==> config.mk <==
export PLATFORM = sky130hd
export DESIGN_NAME = if_stage_ctrl_flat
export DESIGN_NICKNAME = d
export VERILOG_FILES = /design/src/rtl/if_stage_ctrl_pkg.sv /design/src/rtl/if_stage_ctrl_if.sv /design/src/rtl/if_stage_ctrl_pc_reg.sv /design/src/rtl/if_stage_ctrl.sv /design/src/flat_wrapper.sv
export SDC_FILE = /design/constraint.sdc
export NUM_CORES = 1
export LEC_CHECK = 0
export BUFFER_PORTS_ARGS = -buffer_cell sky130_fd_sc_hd__buf_2
export CORE_MARGIN = 2
export CORE_UTILIZATION = 40
export CTS_BUF_LIST = sky130_fd_sc_hd__clkbuf_16
export CTS_CLUSTER_DIAMETER = 120
export DETAILED_ROUTE_END_ITERATION = 8
export PLACE_DENSITY = 0.66
export REMOVE_ABC_BUFFERS = 1
export SLEW_MARGIN = 5
export SYNTH_ARGS = -nofsm -noshare
export SYNTH_HDL_FRONTEND = slang
export SYNTH_SLANG_ARGS = --single-unit
==> constraint.sdc <==
create_clock -name clk -period 10.1 [get_ports clk]
set_clock_uncertainty 0.05 [all_clocks]
set_input_delay 2.02 -clock clk [delete_from_list [all_inputs] [get_ports clk]]
set_output_delay 2.02 -clock clk [all_outputs]
set_load 0.01 [all_outputs]
==> src/rtl/if_stage_ctrl_pkg.sv <==
// Shared fetch-stage definitions: sequencer states, bubble encoding and PC step.
// The decode and hazard units use NOP_INSTR for bubble insertion as well.
package if_stage_ctrl_pkg;

   typedef enum logic [1:0] {
      S_BOOT  = 2'd0,
      S_RUN   = 2'd1,
      S_FAULT = 2'd2
   } state_t;

   localparam logic [31:0] NOP_INSTR = 32'h00000013;
   localparam logic [31:0] PC_STEP   = 32'd4;

   function automatic logic is_misaligned(input logic [31:0] addr);
      return |addr[1:0];
   endfunction

endpackage

==> src/rtl/if_stage_ctrl_if.sv <==
// Instruction memory bus between the fetch sequencer and a zero-latency IMEM.
interface if_stage_ctrl_if #(
   parameter int IMEM_AW = 9
);
   logic [IMEM_AW-1:0] imem_addr_o;
   logic [31:0]        imem_instr_i;

   modport master (output imem_addr_o, input  imem_instr_i);
   modport slave  (input  imem_addr_o, output imem_instr_i);
endinterface

==> src/rtl/if_stage_ctrl_pc_reg.sv <==
// Program counter register with load enable and asynchronous clear.
module pc_reg #(
   parameter int W = 32
) (
   input  logic         clk,
   input  logic         rst,
   input  logic         en,
   input  logic [W-1:0] in,
   output logic [W-1:0] out
);

   always_ff @(posedge clk or posedge rst) begin
      if (rst)
         out <= '0;
      else if (en)
         out <= in;
   end

endmodule

==> src/rtl/if_stage_ctrl.sv <==
// Fetch-stage sequencer: owns the PC, drives IMEM, loads and squashes IF/ID.
// Priority in S_RUN is redirect > stall > sequential fetch.
module if_stage_ctrl #(
   parameter int          IMEM_AW   = 9,
   parameter logic [31:0] NOP_INSTR = if_stage_ctrl_pkg::NOP_INSTR
) (
   input  logic              clk,
   input  logic              rst,
   input  logic              stall_i,
   input  logic              redirect_i,
   input  logic [31:0]       redirect_pc_i,
   if_stage_ctrl_if.master   imem,
   output logic [31:0]       pc_o,
   output logic [31:0]       ifid_pc_o,
   output logic [31:0]       ifid_instr_o,
   output logic              ifid_valid_o,
   output logic              fault_o,
   output logic [31:0]       fetch_cnt_o
);
   import if_stage_ctrl_pkg::*;

   state_t      state, state_nxt;
   logic        misaligned;
   logic        pc_en;
   logic [31:0] pc_in;
   logic [31:0] ifid_pc_nxt, ifid_instr_nxt, fetch_cnt_nxt;
   logic        ifid_valid_nxt, fault_nxt;

   assign misaligned = redirect_i & is_misaligned(redirect_pc_i);
   assign pc_en      = (state == S_RUN) & (redirect_i | ~stall_i) & ~misaligned;
   assign pc_in      = redirect_i ? redirect_pc_i : pc_o + PC_STEP;

   pc_reg #(.W(32)) u_pc_reg (
      .clk (clk),
      .rst (rst),
      .en  (pc_en),
      .in  (pc_in),
      .out (pc_o)
   );

   assign imem.imem_addr_o = pc_o[IMEM_AW-1:0];

   always_ff @(posedge clk or posedge rst) begin
      if (rst) begin
         state        <= S_BOOT;
         ifid_pc_o    <= '0;
         ifid_instr_o <= NOP_INSTR;
         ifid_valid_o <= 1'b0;
         fault_o      <= 1'b0;
         fetch_cnt_o  <= '0;
      end else begin
         state        <= state_nxt;
         ifid_pc_o    <= ifid_pc_nxt;
         ifid_instr_o <= ifid_instr_nxt;
         ifid_valid_o <= ifid_valid_nxt;
         fault_o      <= fault_nxt;
         fetch_cnt_o  <= fetch_cnt_nxt;
      end
   end

   always_comb begin
      state_nxt      = state;
      ifid_pc_nxt    = ifid_pc_o;
      ifid_instr_nxt = ifid_instr_o;
      ifid_valid_nxt = ifid_valid_o;
      fault_nxt      = fault_o;
      fetch_cnt_nxt  = fetch_cnt_o;
      case (state)
         S_BOOT: state_nxt = S_RUN;
         S_RUN: begin
            if (redirect_i) begin
               // Squash the wrong-path fetch; a bad target parks the stage in S_FAULT.
               ifid_valid_nxt = 1'b0;
               ifid_instr_nxt = NOP_INSTR;
               if (misaligned) begin
                  fault_nxt = 1'b1;
                  state_nxt = S_FAULT;
               end else begin
                  ifid_pc_nxt = '0;
               end
            end else if (!stall_i) begin
               ifid_pc_nxt    = pc_o;
               ifid_instr_nxt = imem.imem_instr_i;
               ifid_valid_nxt = 1'b1;
               fetch_cnt_nxt  = fetch_cnt_o + 32'd1;
            end
         end
         S_FAULT: begin
            ifid_valid_nxt = 1'b0;
            fault_nxt      = 1'b1;
         end
         default: state_nxt = S_BOOT;
      endcase
   end

endmodule

==> src/flat_wrapper.sv <==
// flat-port wrapper written by rule: the top's interface ports become plain ports
module if_stage_ctrl_flat import if_stage_ctrl_pkg::*;
#(
   parameter int          IMEM_AW   = 9,
   parameter logic [31:0] NOP_INSTR = if_stage_ctrl_pkg::NOP_INSTR
)
  (clk, rst, stall_i, redirect_i, redirect_pc_i, pc_o, ifid_pc_o, ifid_instr_o, ifid_valid_o, fault_o, fetch_cnt_o, imem_imem_addr_o, imem_imem_instr_i);
  if_stage_ctrl_if #(.IMEM_AW(IMEM_AW)) imem_i ();
  input  logic clk;
  input  logic rst;
  input  logic stall_i;
  input  logic redirect_i;
  input  logic [31:0] redirect_pc_i;
  output logic [31:0] pc_o;
  output logic [31:0] ifid_pc_o;
  output logic [31:0] ifid_instr_o;
  output logic ifid_valid_o;
  output logic fault_o;
  output logic [31:0] fetch_cnt_o;
  output wire logic [$bits(imem_i.imem_addr_o)-1:0] imem_imem_addr_o;
  input wire logic [$bits(imem_i.imem_instr_i)-1:0] imem_imem_instr_i;
  assign imem_imem_addr_o = imem_i.imem_addr_o;
  assign imem_i.imem_instr_i = imem_imem_instr_i;
  if_stage_ctrl #(.IMEM_AW(IMEM_AW), .NOP_INSTR(NOP_INSTR)) u_core (.clk(clk), .rst(rst), .stall_i(stall_i), .redirect_i(redirect_i), .redirect_pc_i(redirect_pc_i), .imem(imem_i), .pc_o(pc_o), .ifid_pc_o(ifid_pc_o), .ifid_instr_o(ifid_instr_o), .ifid_valid_o(ifid_valid_o), .fault_o(fault_o), .fetch_cnt_o(fetch_cnt_o));
endmodule
======== After elaboration in Yosys (flattened, before gate mapping) ========
Index checks and enable logic that the tools add are counted.
cells by class
  reduce and logical (&&, ||, !) cells .... 9
  bitwise gates (word level) .............. 8
  equality and inequality tests ........... 7
  muxes and demuxes ....................... 15
  add/sub/neg operators ................... 2
operators with widths
  kind                   number
  $mux 32                6
  $add 32x1->32 const B  1
  $add 32x3->32 const B  1
  $reduce_and 3->1       4
  $pmux 2 s3             1
  $mux 1                 4
  $mux 2                 2
  $ne 2x1->1 const B     2
  $ne 2x2->1 const B     2
  $not 1->1              4
  $pmux 1 s2             2
  $reduce_and 2->1       2
  $and 1x1->1            3
  $ne 3x3->1 const B     1
  $eq 2x1->1 const B     1
  $eq 2x2->1 const B     1
  $logic_not 2->1        1
  $reduce_bool 2->1      1
  $reduce_or 2->1        1
  $or 1x1->1             1
word-level totals
  input port bits ......................... 68
  logic and storage cells ................. 48
  output and inout bits ................... 139
  bits in registers ....................... 132

======== Depth between registers and ports, before layout ========
  depth after elaboration ................. 5
  depth in mapped cells ................... 8
  gate-level depth less buffers ........... 6

======== By module ========
A second synthesis with hierarchy kept.
second synthesis, totals
  cell total of the unflattened synthesis .. 563
  area, all modules ....................... 6242.2 um2
modules (own cells, without submodules)
  module         times used  area an instance (um2)  seq. area each (um2)  cells an instance
  if_stage_ctrl  1           4893.4                  2506.2                494
  pc_reg         1           1348.8                  800.8                 69

======== Least setup slack after synthesis ========
No wires, ideal clock.
  kind .................................... input port to flip-flop
  from .................................... input redirect_i
  to ...................................... register u_core.fetch_cnt_o[30]
  arrival time ............................ 3.596 ns
  required time ........................... 9.924 ns
  library setup time ...................... 0.126 ns
  cell stages on the path ................. 7
  path slack .............................. 6.328 ns
  path buffers ............................ 2
  cells stage by stage .................... buf_6 or4b_4 nor4_4 and4_1 buf_4 nand4_4 xnor2_2
on the way
  longest elaborated chain between the ends .. 2
RTL lines
  item                        RTL line             RTL
  from (decl)                 flat_wrapper.sv:12   input logic redirect_i;
  $not 1->1 (no line)         --
  $reduce_and 3->1 (no line)  --
  to (signal assigned)        if_stage_ctrl.sv:57  fetch_cnt_o <= fetch_cnt_nxt;
  to (decl)                   if_stage_ctrl.sv:18  output logic [31:0] fetch_cnt_o
No other way between the ends.
A chain may end at the register's enable or synchronous reset.

======== Final worst setup path ========
  from .................................... input redirect_i
  to ...................................... register u_core.u_pc_reg.out[21]
on the way
  longest elaborated chain between the ends .. 3
  elaborated cells between the ends (all ways) .. 6
  classes of those cells .................. mux (1); bitwise (5)
RTL lines
  item                                              RTL line                                  RTL
  $or 1x1->1 / $and 1x1->1 (equally long branches)  if_stage_ctrl.sv:30, if_stage_ctrl.sv:29
  $and 1x1->1 / $not 1->1 (equally long branches)   if_stage_ctrl.sv:30                       assign pc_en = (state == S_RUN) & (redirect_i | ~stall_i) & ~misaligned;
  $and 1x1->1                                       if_stage_ctrl.sv:30
  to (signal assigned)                              if_stage_ctrl_pc_reg.sv:16                out <= in;
  to (decl)                                         if_stage_ctrl_pc_reg.sv:9                 output logic [W-1:0] out
Parallel ways exist; a longest one is shown, timed or not.

==> flow_summary.toml <==
[timing]
worst-slew-pin-transition_ns = 0.920
grt_setup_unrepaired = "false"
final_period_util = 0.401
finalWorstPathRequiredPeriod_ns = 4.06
final_hold_viol_count = 0
whs_ns = 0.409
final_max_slew_viol_count = 0
fmax_achieved_mhz = 247
setup_violations = 0
maxSlewHeadroom = 0.387
fin_tns_setup_ns = 0

[placement]
count_of_buffers_inserted_at_the_top_level_ports = 206
place.detailed.hpwl_um = 11300
gp_congestion = 0.802
dp.cells = 887
dpl-instance-area_um2 = 6980

[finish]
drive_gt1_frac = 0.335
final_cell_mix = "206 x sky130_fd_sc_hd__buf_2, 129 x sky130_fd_sc_hd__dfrtp_1, 58 x sky130_fd_sc_hd__a22o_1"
finalNetCount = 792
most_common_cell_after_layout_fill_and_taps_aside = "sky130_fd_sc_hd__buf_2"
finalNonFillerCells = 920
postLayoutCellArea_um2 = 7490
area_growth_pct = 27.5

[setup_path]
critical_path_cell_count = 7
worstReg2RegEnd = "u_core.fetch_cnt_o[30]"
cp_slowest_cell = "sky130_fd_sc_hd__nor3b_1"
r2r.worst_path.cells = 5
reg2reg_setup_slack_ns = 7.62
worstPathRequired_ns = 10.35
start_kind = "primary input"
reg2reg_from = "u_core.state[1]"
timing.critical_path.fanout_max = 64
crit_type = "in -> reg"
setup.worst_path.start = "redirect_i"
worst_setup_path_end_kind = "flop"
cp_data_arrival_time_ns = 4.30
critical_path_buf_inv_count = 2
slowest_delay_ns = 0.54
crit_family = "simple AND/OR/NAND/NOR gates"
cp_cell_sequence = "buf_2 > nor3b_1 > o21ai_4 > buf_4 > nor2_1 > a22oi_1 > o311ai_0"
worst_setup_path_endpoint = "u_core.u_pc_reg.out[21]"

[global_routing]
use_met1 = 0.291
grt_pass1_wl_um = 25900
met2_usage = 0.318
globalRoute.busiestLayer = "met2"
use_met3 = 0.0475
grt_overflow_total = 0
grt_antenna_before_repair = 1
pin_count_of_the_biggest_net_entering_global_routing = 74
vias_in_the_first_global_route = 4863
gr-usage-all-layers = 0.208

[synth]
synth-adder-area-share = 0.00426
synth_top_cell_area_share = 0.549
yosys.cell_types.count = 54
postSynthRegisterBits = 132
synthCells = 538
area_fraction_in_compound_gates_after_synthesis = 0.185
ys_top_cells_by_area = "sky130_fd_sc_hd__dfrtp_1 55%, sky130_fd_sc_hd__a22o_1 8.6%, sky130_fd_sc_hd__xnor2_1 3.1%, sky130_fd_sc_hd__nand2_1 2.9%, sky130_fd_sc_hd__nor2_1 2.1%"
proportion_of_register_bits_with_asynchronous_set_or_reset_after_synthesis = 1.00
synth_simple_gate_area_frac = 0.155
yosysWarningCount = 0
count_of_flip_flops_with_a_built_in_enable_after_synthesis = 0
synth.yosys.seq_area_share = 0.563
syn_area_um2 = 5880
post-synth-top-area-cell = "sky130_fd_sc_hd__dfrtp_1"
synth_ff_type = "sky130_fd_sc_hd__dfrtp_1"
synth.mux.area_fraction = 0.00170
synth.avg_cell_area_um2 = 10.9
synth_top_family_by_area = "compound AO/OA/AOI/OAI gates"
synthXorXnorAreaFrac = 0.0490

[clocking]
cts_inserted_buffers = 17
clock_sink_count = 132
insertion_delay_ns = 0.42
clk_transition_reported_paths_ns = 0.06
htree_levels = 4
cts_hold_buf = 0
post_cts_resize_count = 0
postCtsSetupRepairBufs = 0
tritoncts = "yes"
clk_path_buf_depth = 2
cts_root_buf = "sky130_fd_sc_hd__clkbuf_16"

[flow_run]
drv.max_cap_violation_count = 0

[floorplan]
coreArea_um2 = 14400
die_w_um = 125
die_height_um = 125
die_area_um2 = 15700
row_count = 44
initial_standard_cell_utilization_of_the_core = 0.407
io_pins = 207

[detailed_routing]
detail_route.drc_violations = 0
routed_wirelength_um = 16100
drt_iter0_markers = 343
post_drt_via_cell_ratio = 5.48
wire_per_inst_um = 17.5
drtPass1Iterations = 4
vias = 5046
drtAntennaViolNets = 0

[power_and_ir_drop]
finalPower_mw = 2.10
p_per_area_nw_per_um2 = 281
max-vdd-ir-drop_v = 0.000140
leakagePower_nw = 3.74

[status]
outcome = "finished, final reports clean"

[worst_hold_path]
min-delay-path-class = "reg -> reg"
[flip-flops by register name (all words and copies together) (netlist names)]
name / cells
u_core.ifid_valid_o: 1
u_core.fetch_cnt_o: 32
u_core.ifid_pc_o: 32
u_core.u_pc_reg.out: 32
u_core.ifid_instr_o: 32
u_core.fault_o: 1
u_core.state: 2
[synth_stat cells, drive strengths merged (2+ instances only)]
| cell | instances |
|---|---|
| o22a | 5 |
| dfstp | 3 |
| a31oi | 3 |
| a21oi | 18 |
| inv | 9 |
| nor2 | 33 |
| xor2 | 10 |
| a22o | 58 |
| dfrtp | 129 |
| and2 | 3 |
| nand4 | 19 |
| a22oi | 2 |
| nand2 | 45 |
| nor4 | 8 |
| or2 | 2 |
| and4 | 9 |
| a211oi | 3 |
| o31ai | 2 |
| nor3 | 12 |
| o311ai | 6 |
| xnor2 | 22 |
| o22ai | 6 |
| a2bb2oi | 4 |
| clkbuf | 32 |
| o21ai | 18 |
| o211ai | 6 |
| ha | 2 |
| o221a | 2 |
| o21bai | 3 |
| nand3 | 25 |
| and3 | 11 |
| or3 | 2 |
| buf | 13 |
[area by class of cell]
| type | instances | area (um^2) |
|---|---|---|
| clock inverter | 15 | 87.6 |
| sequential | 132 | 3310 |
| inverter | 9 | 38.8 |
| timing repair buffer | 210 | 1060 |
| antenna | 1 | 2.50 |
| tap | 184 | 230 |
| fill | 1310 | 6930 |
| clock buffer | 17 | 425 |
| multi-input combinational | 352 | 2340 |
[stage by stage]
step	setup slack [ns]	util
2_1_floorplan	1.81	-
3_3_place_gp	5.73	0.484
3_5_place_dp	5.65	0.484
4_1_cts	6.09	0.519
5_1_grt	5.88	0.519
6_report	6.04	0.519
[worst register-to-register path: stages, from the launching register on]
cell                      delay (ns)
sky130_fd_sc_hd__dfrtp_1        0.44
sky130_fd_sc_hd__or4b_4         0.74
sky130_fd_sc_hd__nor4_4         0.42
sky130_fd_sc_hd__and4_1         0.43
sky130_fd_sc_hd__nand4_4        0.14
sky130_fd_sc_hd__xnor2_2        0.15
[routing by layer]
layer / wire [um] / vias up / share of wire
li1: - / 2366 / -
met1: 7300 / 2469 / 0.45
met2: 7550 / 190 / 0.47
met3: 993 / 21 / 0.062
met4: 252 / 0 / 0.016
met5: 0 / - / 0
[how the worst min path moves through the flow]
stage,start,to,depth (start not counted)
final,u_core.fetch_cnt_o[31],u_core.fetch_cnt_o[31],1
after global routing,u_core.fetch_cnt_o[31],u_core.fetch_cnt_o[31],1
after CTS,u_core.fetch_cnt_o[31],u_core.fetch_cnt_o[31],1
after detailed placement,u_core.fault_o,u_core.fault_o,1
after global placement,u_core.fault_o,u_core.fault_o,1
after floorplan,u_core.state[1],u_core.state[0],1
[cells by family (layout without fill, tap and decap cells)]
family                   after synthesis  after routing
XOR/XNOR                              32             32
other                                  0              1
adder cells (fa/ha/maj)                2              2
AND/OR/NAND/NOR                      173            173
multiplexers                           1              1
buffers and inverters                 54            251
flip-flops                           132            132
AO/OA/AOI/OAI                        144            144
[report_power, final]
part	switching (mW)	total, mW	internal, mW
clock network	0.212	0.538	0.326
registers	0.186	0.897	0.711
logic	0.365	0.667	0.302
total	0.763	2.10	1.34
Note: power is estimated with default switching activity, not from simulation.
